==> config.mk <==
export PLATFORM = sky130hd
export DESIGN_NAME = smg_scan_control
export DESIGN_NICKNAME = d
export VERILOG_FILES = /design/src/rtl/smg_scan_control.sv
export SDC_FILE = /design/constraint.sdc
export NUM_CORES = 1
export LEC_CHECK = 0
export CORE_MARGIN = 5
export CORE_UTILIZATION = 33
export DETAILED_ROUTE_END_ITERATION = 8
export SYNTH_ARGS = -nofsm -noshare
export SYNTH_HDL_FRONTEND = slang
export SYNTH_SLANG_ARGS = --single-unit
export TNS_END_PERCENT = 30
==> constraint.sdc <==
create_clock -name CLK -period 2.5 [get_ports CLK]
set_input_delay 0.625 -clock CLK [delete_from_list [all_inputs] [get_ports CLK]]
set_output_delay 0.625 -clock CLK [all_outputs]
set_load 0.01 [all_outputs]
==> src/rtl/smg_scan_control.sv <==
// smg_scan_control
//
// Multiplexed scan controller for an N-digit common-anode seven-segment
// display. It keeps a per-digit nibble image, walks through the digits one
// slot at a time and hands the current digit's nibble to the registered
// segment encoder. The digit enables are held off for the first DEAD cycles
// of every slot. This hides the encoder's one-cycle latency, so a digit never
// lights with the previous digit's segments.
//
// Host writes go into a pending buffer. The pending buffer is copied to the
// active buffer only at the frame wrap, so a frame never shows a half-updated
// image.
//
// Ports:
//   CLK          system clock, rising edge
//   RST          synchronous active-high reset
//   En           scan enable; low darkens the display and parks at digit 0
//   Load         single-cycle write strobe for Data_In / Blank_In
//   Data_In      digit nibbles, bits [4i+3:4i] belong to digit i
//   Blank_In     per-digit blank, 1 keeps the digit off
//   Number_Data  registered nibble for the current digit (to the encoder)
//   Scan_Sig     registered active-low digit enables
//   Frame_Start  one-cycle pulse on the first cycle of each frame
module smg_scan_control #(
  parameter int NUM_DIGITS = 6,
  parameter int SCAN_DIV   = 50000,
  parameter int DEAD       = 2
) (
  input  logic                    CLK,
  input  logic                    RST,
  input  logic                    En,
  input  logic                    Load,
  input  logic [4*NUM_DIGITS-1:0] Data_In,
  input  logic [NUM_DIGITS-1:0]   Blank_In,
  output logic [3:0]              Number_Data,
  output logic [NUM_DIGITS-1:0]   Scan_Sig,
  output logic                    Frame_Start
);

  localparam int CNT_W = (SCAN_DIV > 1) ? $clog2(SCAN_DIV) : 1;
  localparam int IDX_W = (NUM_DIGITS > 1) ? $clog2(NUM_DIGITS) : 1;
  localparam logic [CNT_W-1:0]      CNT_LAST = CNT_W'(SCAN_DIV - 1);
  localparam logic [IDX_W-1:0]      IDX_LAST = IDX_W'(NUM_DIGITS - 1);
  localparam logic [CNT_W-1:0]      DEAD_CNT = CNT_W'(DEAD);
  localparam logic [NUM_DIGITS-1:0] ALL_OFF  = '1;

  logic [CNT_W-1:0]        cnt_q, cnt_d;
  logic [IDX_W-1:0]        idx_q, idx_d;
  logic [4*NUM_DIGITS-1:0] pendData_q, pendData_d;
  logic [NUM_DIGITS-1:0]   pendBlank_q, pendBlank_d;
  logic [4*NUM_DIGITS-1:0] actData_q, actData_d;
  logic [NUM_DIGITS-1:0]   actBlank_q, actBlank_d;
  logic [3:0]              nibble_q, nibble_d;
  logic [NUM_DIGITS-1:0]   scan_q, scan_d;
  logic                    frameStart_q, frameStart_d;
  logic                    frameWrap;

  // Next-state logic. Every registered output is computed from the
  // post-edge counter and buffer values. Each output register therefore
  // describes the same slot position as the counters in the cycle it is
  // visible.
  always_comb begin
    frameWrap   = En && (idx_q == IDX_LAST) && (cnt_q == CNT_LAST);

    cnt_d       = cnt_q;
    idx_d       = idx_q;
    pendData_d  = pendData_q;
    pendBlank_d = pendBlank_q;
    actData_d   = actData_q;
    actBlank_d  = actBlank_q;
    nibble_d    = nibble_q;
    scan_d      = ALL_OFF;

    // The pending buffer accepts writes even while the scan is disabled.
    if (Load) begin
      pendData_d  = Data_In;
      pendBlank_d = Blank_In;
    end

    if (!En) begin
      cnt_d = '0;
      idx_d = '0;
    end else if (cnt_q == CNT_LAST) begin
      cnt_d = '0;
      idx_d = (idx_q == IDX_LAST) ? '0 : idx_q + 1'b1;
    end else begin
      cnt_d = cnt_q + 1'b1;
    end

    // The active buffer takes the pending value as it stood before the
    // wrap edge. A Load on the wrap edge itself therefore waits a full frame.
    if (frameWrap) begin
      actData_d  = pendData_q;
      actBlank_d = pendBlank_q;
    end

    // The nibble is loaded when a slot starts. It is also reloaded on the
    // first enabled edge out of the parked state, which is the only time
    // cnt leaves 0 without having just wrapped. In steady running that
    // reload rewrites the same value.
    if (En && ((cnt_d == '0) || (cnt_q == '0))) begin
      nibble_d = actData_d[int'(idx_d)*4 +: 4];
    end

    if (En && (cnt_d >= DEAD_CNT) && !actBlank_d[idx_d]) begin
      scan_d = ~(NUM_DIGITS'(1) << idx_d);
    end

    frameStart_d = frameWrap;
  end

  // State registers. Reset leaves both blank masks all ones, so the
  // display stays dark until a host write has passed through a frame wrap.
  always_ff @(posedge CLK) begin
    if (RST) begin
      cnt_q        <= '0;
      idx_q        <= '0;
      pendData_q   <= '0;
      pendBlank_q  <= '1;
      actData_q    <= '0;
      actBlank_q   <= '1;
      nibble_q     <= 4'h0;
      scan_q       <= ALL_OFF;
      frameStart_q <= 1'b0;
    end else begin
      cnt_q        <= cnt_d;
      idx_q        <= idx_d;
      pendData_q   <= pendData_d;
      pendBlank_q  <= pendBlank_d;
      actData_q    <= actData_d;
      actBlank_q   <= actBlank_d;
      nibble_q     <= nibble_d;
      scan_q       <= scan_d;
      frameStart_q <= frameStart_d;
    end
  end

  assign Number_Data = nibble_q;
  assign Scan_Sig    = scan_q;
  assign Frame_Start = frameStart_q;

endmodule

== Word-level counts from Yosys, hierarchy flattened ==
Cells that the tools add are included.

* $add $sub $neg: 2
* Magnitude comparators: 2
* Equal/unequal tests: 2
* Shifts and indexed selects: 2
* Multiplexer cells: 9
* Bitwise gates (word level): 2
* Reduce and logical (&&, ||, !) cells: 10

{| class="wikitable"
|+ Operator list
! cell !! number
|-
| 16-bit logical NOT || 2
|-
| 16-bit two-way mux || 2
|-
| 24-bit two-way mux || 1
|-
| 24-bit by 6-bit variable part select with 4-bit output || 1
|-
| 16-bit by 1-bit adder with 16-bit output, second input constant || 1
|-
| 16-bit == test, second input constant || 1
|-
| 16-bit by 2-bit >= comparator with 1-bit output, second input constant || 1
|-
| 3-bit two-way mux || 3
|-
| 6-bit two-way mux || 1
|-
| 6-bit inverter || 1
|-
| 1-bit by 3-bit left shift with 6-bit output, first input constant || 1
|-
| 1-bit logical AND || 5
|-
| 3-bit by 4-bit < comparator with 1-bit output, second input constant || 1
|-
| 3-bit by 1-bit adder with 3-bit output, second input constant || 1
|-
| 1-bit binary-select mux with 3-bit select || 1
|-
| 3-bit == test, second input constant || 1
|-
| 2-bit OR reduction || 1
|-
| 1-bit logical NOT || 1
|-
| 1-bit logical OR || 1
|-
| 1-bit two-way mux || 1
|-
| 1-bit inverter || 1
|}

* Flip-flop bits (word level): 90
* Input port bits: 34
* Output and inout port bits: 11
* Logic and storage cells: 38

== Depth between registers and ports, before layout ==
* Depth after elaboration: 10
* Depth in mapped cells: 10
* Gate-level depth less buffers: 8

== Worst setup path before layout ==
No wires, ideal clock.

* Path kind: reg2reg
* From: reg cnt_q[10]
* To: reg scan_q[3] (netlist: Scan_Sig[3])
* Library setup time: 127 ps
* Arrival: 2564 ps
* Data required time: 2373 ps
* Path slack: -191 ps
* Cell stages (with the launch flop): 11
* Buffers on the path: 3
* Period minus slack after synthesis: 2691 ps
* Cell sequence: dfxtp_1 > buf_6 > or4_4 > nor4_4 > and4_1 > buf_2 > buf_4 > mux2i_1 > o22a_1 > nand4_1 > or3_1

* Longest elaborated chain between the ends: 9
* Elaborated cells between the ends (all ways): 18
* Those cells by class: add/sub (1); order compare (1); eq/ne (1); shift (1); mux (7); bitwise (2); reduce/logical (5)

{| class="wikitable"
|+ Ends and longest elaborated chain
! item !! line !! source
|-
| start, declared || 47 || <nowiki>logic [CNT_W-1:0] cnt_q, cnt_d;</nowiki>
|-
| start signal, assigned || 126 || <nowiki>cnt_q <= cnt_d;</nowiki>
|-
| branches (longest 9 deep; another with 16-bit by 1-bit adder with 16-bit output) || -- ||
|-
| end signal, assigned || 133 || <nowiki>scan_q <= scan_d;</nowiki>
|-
| end, declared || 54 || <nowiki>logic [NUM_DIGITS-1:0] scan_q, scan_d;</nowiki>
|}

Parallel ways; which one is timed is not known. The select of a mux whose other input is x is not followed.
A chain may end at the register's enable or synchronous reset.

== Worst setup path in the final report ==
Same ends and word-level chain as after synthesis.

==> metrics.csv <==
stage,metric,value,unit
grt,grt_pass1_wl,15100,um
grt,grt_pass1_vias,3060,
critical_path,path_depth,7,
critical_path,timing.critical_path.mode_cell,or4_4,
sta,fin_crit,2510,ps
critical_path,path_buf_inv,0,
sta,worst_pin_slew,502,ps
detailed_routing,drtPass1Iterations,4,
floorplanning,io_pins,45,
hold_path,min_path_type,reg2reg,
logic_synthesis,synthTopCellsByCount,"dfxtp_1 (90), nor2_1 (76), mux2i_1 (65), clkbuf_1 (22), nand2_1 (21)",
critical_path,setup.worst_path.start_class,register,
floorplanning,start_util,33.3,%
detailed_routing,drt_iter0_markers,178,
floorplanning,die_h,120,um
critical_path,rr_worst_depth,7,
critical_path,crit_fanout,6,
pwr,ir_drop,0.279,mV
placed_design,place_ws,-63.3,ps
logic_synthesis,synthArstFlopShare,0,%
logic_synthesis,synth_cell_types,58,
grt,antenna_found_initial,0,
logic_synthesis,yosysMostFrequentCell,dfxtp_1,
detailed_routing,drtAntennaViolNets,0,
placed_design,placedInstanceArea,4750,um^2
logic_synthesis,synth-seq-cells,90,
final_layout,syn2layout_area_growth,31.2,%
sta,layout_setup_ws,-5.30,ps
logic_synthesis,ys_seq_area_share,45.4,%
logic_synthesis,synthFlopType,dfxtp_1,
sta,max_freq,0.399,GHz
floorplanning,rows,40,
run_status,status,"complete, but fails checks",
sta,max_slew_margin,66.5,%
grt,grt_overflow,0,
critical_path,worstPathCellList,or4_4 -> or4_4 -> o211a_1 -> o21ai_4 -> o22a_1 -> nand4_1 -> or3_1,
detailed_routing,vias_per_cell,4.88,
logic_synthesis,synth.top_cells.by_area,"dfxtp_1 (45%), mux2i_1 (16%), nor2_1 (7.2%)",
detailed_routing,drc,0,
clocking,numClockSinks,90,
clocking,cts_buffer_depth,2,
clocking,clockRootBuffer,clkbuf_16,
critical_path,worstPathRequired,2720,ps
sta,fin_crit_sh,100,%
grt,grt_max_degree,52,
placed_design,port_buffers,44,
critical_path,critPathKind,reg2reg,
clocking,clk_latency,340,ps
logic_synthesis,syn-mean-instance-area,9.52,um^2
sta,hold_violations,0,
final_layout,diodes,0,
logic_synthesis,synth_area,3970,um^2
sta,skew,14.1,ps
placed_design,hpwl,6580,um
pwr,p_leak,0.00199,uW
critical_path,crit_slowest_cell,or4_4,
clocking,htreeDepth,3,
logic_synthesis,yosysWarnings,0,
sta,drv_slew,0,
detailed_routing,vias,3106,
critical_path,crit_family,simple AND/OR/NAND/NOR gates,
logic_synthesis,synthesis.instances,417,
pwr,power_density,597,nW/um^2
critical_path,max_stage_delay,550,ps
placed_design,routabilityCongestion,0.802,
final_layout,layout.nets,521,
final_layout,drive_above_1_share,19.0,%
floorplanning,core,11900,um^2
critical_path,cp_data_arrival_time,2720,ps
grt,grtUsageTotal,12.9,%
sta,whs,466,ps
clocking,numCtsBuffers,9,
logic_synthesis,synth-edff-count,0,
clocking,cts_tree,done,
sta,rsz0062_at_grt,yes,
clocking,ctsHoldBuffers,0,
critical_path,cp-end-kind,register,
final_layout,final_area,5210,um^2
detailed_routing,routed_wl,9070,um
logic_synthesis,yosys.area.top_type,dfxtp_1,
floorplanning,die_w,120,um
logic_synthesis,synth_top_cell_area_share,45.4,%
sta,setup_viol,1,
detailed_routing,wl_per_cell,14.2,um
hold_path,min_delay_path_depth,2,
pwr,total_power,3110,uW
logic_synthesis,synth_nets,453,
run_status,violations,setup timing,
job,drv_cap,0,
floorplanning,dieArea,14300,um^2
clocking,path_clk_slew,70,ps
where the power goes:
group | leakage (uW) | internal (uW) | switching (uW)
combinational | 0.00110 | 91.0 | 73.5
clock | 0.000156 | 890 | 571
sequential | 0.000733 | 1460 | 20.9
total | 0.00199 | 2450 | 665
final timing paths:
path / from / to / slack, ps
worst min-delay path: Number_Data[3] / Number_Data[3] / 470
worst max register to register: cnt_q[10] / Scan_Sig[3] / -5
worst max-delay path: cnt_q[10] / Scan_Sig[3] / -5
worst min register to register: Number_Data[3] / Number_Data[3] / 470
layout by cell type (no fill, tap or decap), types with 7 or more instances in the layout:
cell             count
clkbuf_16            9
mux2i_1             61
buf_4               42
nor2_1              76
clkdlybuf4s50_1     42
nand2_1             21
nand4_1              7
inv_1               12
xnor2_1             16
dfxtp_1             87
registers in the layout, summed over array words and instances, names as in the netlist, 3 cells and up:
register and count:
actBlank_q 6, pendData_q 24, idx_q 3, Scan_Sig 6, actData_q 24, pendBlank_q 6, Number_Data 4, cnt_q 16
worst reg2reg max path, stage by stage (launching register included):
cell,delay [ps]
dfxtp_1,310
or4_4,550
or4_4,500
o211a_1,270
o21ai_4,160
o22a_1,150
nand4_1,130
or3_1,330
logic make-up (layout without fill, tap and decap cells):
logic type,Yosys count,in the layout,synth area share [%]
adder cells (fa/ha/maj),2,2,0.630
buffers and inverters,45,118,5.04
AO/OA/AOI/OAI,41,41,8.35
multiplexers,69,69,17.6
AND/OR/NAND/NOR,150,150,18.5
XOR/XNOR,20,20,4.41
flip-flops,90,90,45.4
repair_timing:
| action | CTS | global route |
|---|---|---|
| setup endpoints to repair | 5 | 9 |
| pin swaps | 3 | 5 |
| buffers inserted | 2 | 3 |
| gates resized for setup | 8 | 12 |
stage by stage:
step	util, %	instances	setup TNS, ps
after floorplan	-	417	-398
after global placement	39.9	616	-1.14
after detailed placement	39.9	616	-207
after CTS	43.1	634	0
after global routing	43.7	637	-509
final	43.7	637	-5.30
routing by layer:
layer | GRT usage [%] | vias to the layer above | wire, um
li1 | - | 1582 | -
met2 | 20.0 | 42 | 4120
met5 | 0 | - | 0
met1 | 17.3 | 1472 | 4520
met3 | 3.49 | 10 | 309
met4 | 4.87 | 0 | 118
area by class of cell:
cell class	count	area, um^2
Tap cell	147	184
Fill cell	1146	6700
Multi-Input combinational cell	282	2050
Clock buffer	10	229
Timing Repair Buffer	90	800
Sequential cell	90	1810
Clock inverter	6	96.3
Inverter	12	45.0
No activity file was read; power rests on OpenSTA's default activity.
